[config.mk]
export PLATFORM = sky130hd
export DESIGN_NAME = sprite_anim_sequencer
export DESIGN_NICKNAME = d
export VERILOG_FILES = /design/src/rtl/anim_pkg.sv /design/src/rtl/anim_tick_divider.sv /design/src/rtl/sprite_anim_sequencer.sv
export SDC_FILE = /design/constraint.sdc
export NUM_CORES = 1
export LEC_CHECK = 0
export CAP_MARGIN = 20
export CORE_ASPECT_RATIO = 0.8
export CORE_UTILIZATION = 25
export CTS_BUF_LIST = sky130_fd_sc_hd__clkbuf_8
export CTS_CLUSTER_DIAMETER = 150
export CTS_CLUSTER_SIZE = 24
export DETAILED_ROUTE_END_ITERATION = 10
export GPL_ROUTABILITY_DRIVEN = 0
export RECOVER_POWER = 100
export SLEW_MARGIN = 20
export SYNTH_ARGS = -nofsm -noshare
export SYNTH_HDL_FRONTEND = slang
export SYNTH_SLANG_ARGS = --single-unit
[constraint.sdc]
create_clock -name clk -period 1.7 [get_ports clk]
set_clock_uncertainty 0.1 [all_clocks]
set_input_delay 0.34 -clock clk [delete_from_list [all_inputs] [get_ports clk]]
set_output_delay 0.34 -clock clk [all_outputs]
set_load 0.005 [all_outputs]
[src/rtl/anim_pkg.sv]
// Shared types and constants for the sprite animation sequencer.
package anim_pkg;

    typedef enum logic [1:0] {
        ANIM_LOOP     = 2'd0,
        ANIM_PINGPONG = 2'd1,
        ANIM_ONESHOT  = 2'd2,
        ANIM_RSVD     = 2'd3
    } anim_mode_t;

    typedef enum logic {
        ANIM_RUN  = 1'b0,
        ANIM_IDLE = 1'b1
    } anim_state_t;

    typedef enum logic {
        DIR_UP = 1'b0,
        DIR_DN = 1'b1
    } anim_dir_t;

    localparam int ANIM_DEFAULT_TICKS = 6_240_001;

    // Register width for a count of n values, never narrower than one bit.
    function automatic int anim_width(input int n);
        return (n > 1) ? $clog2(n) : 1;
    endfunction

endpackage

[src/rtl/anim_tick_divider.sv]
// Frame-period prescaler: counts enabled cycles and flags the last one of each period.
module anim_tick_divider
    import anim_pkg::*;
#(
    parameter int FRAME_TICKS = ANIM_DEFAULT_TICKS
) (
    input  logic clk,
    input  logic reset,
    input  logic clr,
    input  logic en,
    output logic wrap
);

    localparam int CNT_W = anim_width(FRAME_TICKS);
    localparam logic [CNT_W-1:0] LAST_C = CNT_W'(FRAME_TICKS - 1);
    localparam logic [CNT_W-1:0] ONE_C  = CNT_W'(1);

    logic [CNT_W-1:0] cnt_q;
    logic [CNT_W-1:0] cnt_d;

    // wrap is the advance term; it is only meaningful while en is high.
    assign wrap = en & (cnt_q == LAST_C);

    // Next count: clr restarts the period, en steps it, otherwise it holds its value.
    always_comb begin
        cnt_d = cnt_q;
        if (clr) begin
            cnt_d = '0;
        end else if (en) begin
            cnt_d = wrap ? '0 : cnt_q + ONE_C;
        end
    end

    // Period counter register.
    always_ff @(posedge clk) begin
        if (reset) begin
            cnt_q <= '0;
        end else begin
            cnt_q <= cnt_d;
        end
    end

endmodule

[src/rtl/sprite_anim_sequencer.sv]
// Sprite frame sequencer: loop, ping-pong and one-shot stepping through a frame strip.
// busy mirrors the RUN/IDLE state register and doubles as its observation point.
module sprite_anim_sequencer
    import anim_pkg::*;
#(
    parameter int NUM_FRAMES  = 7,
    parameter int FRAME_TICKS = ANIM_DEFAULT_TICKS,
    parameter int FRAME_W     = anim_width(NUM_FRAMES)
) (
    input  logic               clk,
    input  logic               reset,
    input  logic               enable,
    input  logic               hold,
    input  logic               start,
    input  logic [1:0]         mode,
    output logic [FRAME_W-1:0] frame_num,
    output logic               frame_tick,
    output logic               done,
    output logic               busy
);

    localparam logic [FRAME_W-1:0] LAST_F = FRAME_W'(NUM_FRAMES - 1);
    localparam logic [FRAME_W-1:0] ONE_F  = FRAME_W'(1);

    logic [FRAME_W-1:0] frame_q, frame_d;
    anim_dir_t          dir_q, dir_d;
    anim_state_t        state_q, state_d;
    logic               tick_q, tick_d;
    logic               done_q, done_d;
    logic               run_en;
    logic               adv;
    anim_mode_t         mode_e;

    assign mode_e = anim_mode_t'(mode);
    assign run_en = (state_q == ANIM_RUN) & enable & ~hold;

    // start restarts the period as well as the frame sequence.
    anim_tick_divider #(
        .FRAME_TICKS(FRAME_TICKS)
    ) u_div (
        .clk  (clk),
        .reset(reset),
        .clr  (start),
        .en   (run_en),
        .wrap (adv)
    );

    // Next frame/direction/state plus the one-cycle pulses; start beats a coincident advance.
    always_comb begin
        frame_d = frame_q;
        dir_d   = dir_q;
        state_d = state_q;
        tick_d  = 1'b0;
        done_d  = 1'b0;
        if (start) begin
            frame_d = '0;
            dir_d   = DIR_UP;
            state_d = ANIM_RUN;
            tick_d  = (frame_q != '0);
        end else if (adv) begin
            case (mode_e)
                ANIM_PINGPONG: begin
                    tick_d = 1'b1;
                    // A single-frame strip has nowhere to bounce; it just ticks.
                    if (NUM_FRAMES > 1) begin
                        if (dir_q == DIR_UP) begin
                            if (frame_q == LAST_F) begin
                                frame_d = frame_q - ONE_F;
                                dir_d   = DIR_DN;
                            end else begin
                                frame_d = frame_q + ONE_F;
                            end
                        end else begin
                            if (frame_q == '0) begin
                                frame_d = frame_q + ONE_F;
                                dir_d   = DIR_UP;
                            end else begin
                                frame_d = frame_q - ONE_F;
                            end
                        end
                    end
                end
                ANIM_ONESHOT: begin
                    if (frame_q < LAST_F) begin
                        frame_d = frame_q + ONE_F;
                        tick_d  = 1'b1;
                    end else begin
                        done_d  = 1'b1;
                        state_d = ANIM_IDLE;
                    end
                end
                default: begin
                    // LOOP and the reserved encoding wrap forward only.
                    tick_d  = 1'b1;
                    dir_d   = DIR_UP;
                    frame_d = (frame_q == LAST_F) ? '0 : frame_q + ONE_F;
                end
            endcase
        end
    end

    // Frame, direction, state and pulse registers.
    always_ff @(posedge clk) begin
        if (reset) begin
            frame_q <= '0;
            dir_q   <= DIR_UP;
            state_q <= ANIM_RUN;
            tick_q  <= 1'b0;
            done_q  <= 1'b0;
        end else begin
            frame_q <= frame_d;
            dir_q   <= dir_d;
            state_q <= state_d;
            tick_q  <= tick_d;
            done_q  <= done_d;
        end
    end

    assign frame_num  = frame_q;
    assign frame_tick = tick_q;
    assign done       = done_q;
    assign busy       = (state_q == ANIM_RUN);

endmodule
Yosys cells after proc, flatten, opt, wreduce, memory -nomap -nowiden. Index checks and enable logic that the tools add are counted.

Bits in registers: 30. Logic and storage cells: 46.

Add/subtract/negate cells: 3. $lt $le $gt $ge: 1. Eq/ne operators: 5. Mux-type cells: 16. Bitwise logic cells: 8. Reduce and logical (&&, ||, !) cells: 7.

Operator list (number): 23-bit by 1-bit adder with 23-bit output, second input constant (1); 23-bit equality test, second input constant (1); 23-bit two-way mux (1); 3-bit two-way mux (5); 1-bit two-way mux (8); 3-bit case mux with 2 select lines (1); 1-bit NOT (5); 2-bit AND reduction (2); 4-bit OR reduction (1); 3-bit by 1-bit adder with 3-bit output, second input constant (1); 1-bit bitwise AND (3); 3-bit equality test, second input constant (1); 3-bit logical NOT (1); 3-bit < comparator, second input constant (1); 3-bit AND reduction (1); 3-bit nonzero test (1); 3-bit by 1-bit subtractor with 3-bit output, second input constant (1); 2-bit by 1-bit equality test with 1-bit output, second input constant (1); 2-bit equality test, second input constant (1); 2-bit inequality test, second input constant (1); 1-bit case mux with 2 select lines (1); 2-bit OR reduction (1).

Depth between registers and ports, before layout. Gate-level depths: netlist of run 1.

Word-level depth: 6. Gate-level depth with buffers: 7.

Hierarchy. A second synthesis of run 1 with hierarchy kept.

Cell total of the unflattened synthesis: 201. Area total of the unflattened synthesis: 1711.6 um2.

By module, submodules not included: anim_tick_divider (instances 1, cells each 135, area each 1184.9 um2); sprite_anim_sequencer (instances 1, cells each 66, area each 526.8 um2).

Worst setup path before layout of run 1. Ideal clock, no wire load.

Path kind: register -> register. Start: register u_div.cnt_q[16]. End: register dir_q. Setup time: 72 ps. Data arrival time: 1542 ps. Required time: 1528 ps. Slack: -14 ps. Cell stages (with the launch flop): 7. Path buffers: 1. Period minus slack after synthesis: 1714 ps. Path through: dfxtp_1 > nand3_2 > or3_4 > nor4_4 > buf_6 > and2b_1 > mux2i_1.

Cells in the longest elaborated chain, start to end: 3.

Ends and longest elaborated chain: from (decl) (RTL line anim_tick_divider.sv:18) `logic [CNT_W-1:0] cnt_q;`; from (signal assigned) (RTL line anim_tick_divider.sv:39) `cnt_q <= cnt_d;`; 23-bit equality test (RTL line anim_tick_divider.sv:22) `assign wrap = en & (cnt_q == LAST_C);`; 1-bit bitwise AND (RTL line anim_tick_divider.sv:22); 2-bit AND reduction (no source line); to (signal assigned) (RTL line sprite_anim_sequencer.sv:112) `dir_q <= dir_d;`; to (decl) (RTL line sprite_anim_sequencer.sv:26) `anim_dir_t dir_q, dir_d;`.

Every way passes these cells. A chain may end at the register's enable or synchronous reset.

Final worst setup path of run 1.
Start: register u_div.cnt_q[2]. End: register dir_q.

Same word-level chain as after synthesis.

==> out/results.ini, run 1 <==
[run_status]
status=finished with violations
violations=setup timing

[critical_path]
r2r_slack_ns=-0.09
worst-path-buf-inv=2
worst_r2r_path_depth=7
required_ns=1.82
cp_slowest_cell=dfxtp_2
cp.depth=7
cp_cell_sequence=nor4_4 > buf_4 > nand3_4 > nor4_4 > buf_6 > and2b_1 > mux2i_1
end_kind=flip-flop
arrival_ns=1.91
critical_path_class=flip-flop to flip-flop
r2r-end=dir_q$_SDFFE_PP0P_
path_common_cell=nor4_4
critPathTopFamily=simple AND/OR/NAND/NOR gates
critPathMaxStageDelay_ns=0.33
r2r_start=u_div.cnt_q[2]$_SDFFE_PP0P_
cp-start-kind=flip-flop
worstPathMaxFanout=5

[clock_network]
cts_tree=yes
clk_path_buf_depth=2
clockRootBuffer=clkbuf_8
clk_pin_slew_ns=0.07
ctsHoldBuffers=0
cts_num_sinks=30
clk_latency_ns=0.29
htree_levels=2
cts_buffers=5

[detailed_routing]
postRouteAntennaNets=0
wl_per_cell_microns=10.6
route.layer.met1.wl_microns=1890
viasPerCell=4.36
drc=0
dr_wl_met2_microns=1530
drt_iter0_drc=44
wl_met3_microns=145
vias=1472
top_layer_used=met4
drtPass1Iterations=4
drt-total-wl_microns=3600

[synth]
ys_ff_latch=30
yosysTopAreaCell=dfxtp_1
yosys_warnings=0
synth_nets=215
syn-cell-area_sq_um=1640
syn_avg_cell_area_sq_um=8.21
synth_edf_count=0
synth_top_area_share_pct=36.6
ys_seq_area_share_pct=36.6
netlist_instances=200
async_flop_share_pct=0
synth.area.top_cells=dfxtp_1 37%, xnor2_1 9.1%, nor2_1 6.9%, ha_1 6.1%, nand2_1 4.3%
synth.distinct_cells=39
synthFlopType=dfxtp_1

[hold_path]
worst_hold_path_type=flip-flop to flip-flop
hold_start=u_div.cnt_q[0]$_SDFFE_PP0P_
min_delay_path_depth=2
min_to=u_div.cnt_q[0]$_SDFFE_PP0P_

[floorplanning]
io_pins=13
core-area_sq_um=6380
dieArea_sq_um=6900
rows=26
start_util_pct=25.8
die_h_microns=74.5
die_w_microns=92.6

[power_and_ir_drop]
power.density_nw_per_um2=597
power_w=0.00139
pwr-share-clk_pct=44.2
comb_power_share_pct=5.1
p_seq_share_pct=50.7
power.share.switching_pct=23.4
max-vdd-ir-drop_v=0.000365
p_int_w=0.00106
power.leakage_nw=0.852
p_sw_w=0.000325

[finish]
stdcell_count=338
syn2layout_area_growth_pct=41.4
seqCellArea_sq_um=612
antennaDiodeCount=0
fin_util_pct=36.4
final_nets=268
multi_input_area_sq_um=1020
fill_cells=679
drive_gt1_share_pct=29.1

[place]
place_worst_setup_slack_ns=-0.513
portBuffers=12
place_inst=322
dpl.hpwl_microns=2560

[sta]
rsz0062_at_grt=yes
final-hold-violation-count=0
maxSlewViolCount=0
finalCritPeriodShare_pct=105
slew_headroom_pct=81.9
setup_ws_ns=-0.0873
setup_viol=25
tightest_slew_ns=0.269
post-route-min-period_ns=1.79
fmax_mhz=560

[grt]
grt.overflow.total=0
antenna_found_initial=0
grt_pass1_vias=1408
grt_pass1_wl_microns=6220
grt_max_degree=22
grt_use_total_pct=11.6

[run]
max_cap_violations=0

worst min-delay path, stage by stage, from the launching register on:
cell     delay, ns
dfxtp_1       0.35
nand2_1       0.07
a21oi_1       0.05
through the flow:
step                cell area, sq um  hold slack, ns  setup TNS [ns]
detailed placement              2080           0.391          -12.70
CTS                             2270           0.407           -2.76
finish                          2320           0.411           -1.68
global placement                2080           0.376          -11.35
floorplan                       1650           0.355               0
global route                    2320           0.437           -4.42
metal layers:
metal	global-route usage, %	vias to the layer above
met5	0	-
met4	3.59	0
met3	3.99	4
met2	18.0	21
met1	15.2	675
li1	-	772
cell usage after synthesis (all sizes together), types with 2 or more instances:
library cell,instances
nor2b,2
and4,2
a31oi,3
ha,8
nand4,5
nor3b,3
inv,17
buf,3
clkbuf,2
a21oi,7
o21ai,5
xnor2,17
nand2b,3
nand3,7
and3,2
and2,2
nand2,19
or3,3
nor3,8
nor2,30
or2,2
dfxtp,30
nor4,5
xor2,4
nand3b,2
mux2i,2
repair_timing:
action / in CTS / in global routing
cloned: 1 / 0
resized for setup: 15 / 14
setup endpoints to repair: 33 / 31
pin swaps: 7 / 5
buffers inserted: 6 / 1
placed cells by master (no fill, tap or decap), types with 2 or more instances in the layout:
cell type / n
and2_1: 2
nand3b_1: 2
dlygate4sd3_1: 2
inv_1: 17
nand2_1: 19
xnor2_1: 17
mux2i_1: 2
nand3_1: 5
nand4_1: 5
and4_1: 2
buf_4: 35
or3_1: 2
nor4_4: 2
nor2_1: 30
ha_2: 2
o21ai_0: 2
dlygate4sd2_1: 2
clkdlybuf4s50_1: 7
or2_2: 2
a31oi_1: 3
nor4_2: 3
clkbuf_8: 6
nor2b_1: 2
nand2b_1: 2
a21oi_1: 7
dfxtp_2: 6
ha_1: 6
dfxtp_1: 23
nor3_1: 8
o21ai_2: 2
xor2_1: 4
nor3b_2: 2
and3_1: 2
power groups by stage:
stage	combinational, W	clock (W)	sequential, W
after floorplan	0.0000335	0	0.000720
after global placement	0.0000663	0	0.000721
after detailed placement	0.0000676	0	0.000720
after CTS	0.0000697	0.000627	0.000704
after global routing	0.0000772	0.000666	0.000703
final	0.0000706	0.000613	0.000703
flip-flops by register name, indices dropped and copies added (netlist names):
signal	count
done	1
dir_q	1
frame_num	3
state_q	1
frame_tick	1
u_div.cnt_q	23
cell type report:
cell class / instances / area share (%)
clock buffers: 6 / 3.55
clock inverters: 2 / 0.539
inverters: 17 / 2.75
multi-input cells: 148 / 44.1
flip-flops and latches: 30 / 26.3
well taps: 84 / 4.52
repair buffers: 51 / 18.2
logic make-up after synthesis:
kind of cell / synth area share [%]
adder cells (fa/ha/maj): 6.09
flip-flops: 36.6
multiplexers: 1.90
buffers and inverters: 6.02
XOR/XNOR: 11.2
AND/OR/NAND/NOR: 32.1
AO/OA/AOI/OAI: 6.17
worst max-delay path by stage:
stage                                 start                        end  slack (ns)
2_1_floorplan     frame_num[1]$_SDFFE_PP0P_  frame_num[1]$_SDFFE_PP0P_        0.08
3_3_place_gp                         enable         dir_q$_SDFFE_PP0P_       -0.45
3_5_place_dp                         enable         dir_q$_SDFFE_PP0P_       -0.51
4_1_cts        u_div.cnt_q[16]$_SDFFE_PP0P_         dir_q$_SDFFE_PP0P_       -0.13
5_1_grt         u_div.cnt_q[2]$_SDFFE_PP0P_         dir_q$_SDFFE_PP0P_       -0.19
6_report        u_div.cnt_q[2]$_SDFFE_PP0P_         dir_q$_SDFFE_PP0P_       -0.09
Note: power is estimated with default switching activity, not from simulation.
==> run 2: changes to the inputs <==
CTS_BUF_LIST = not set   (was sky130_fd_sc_hd__clkbuf_8)
==> results of run 2 <==
Final layout, timing and power as in run 1 (identical DEF).
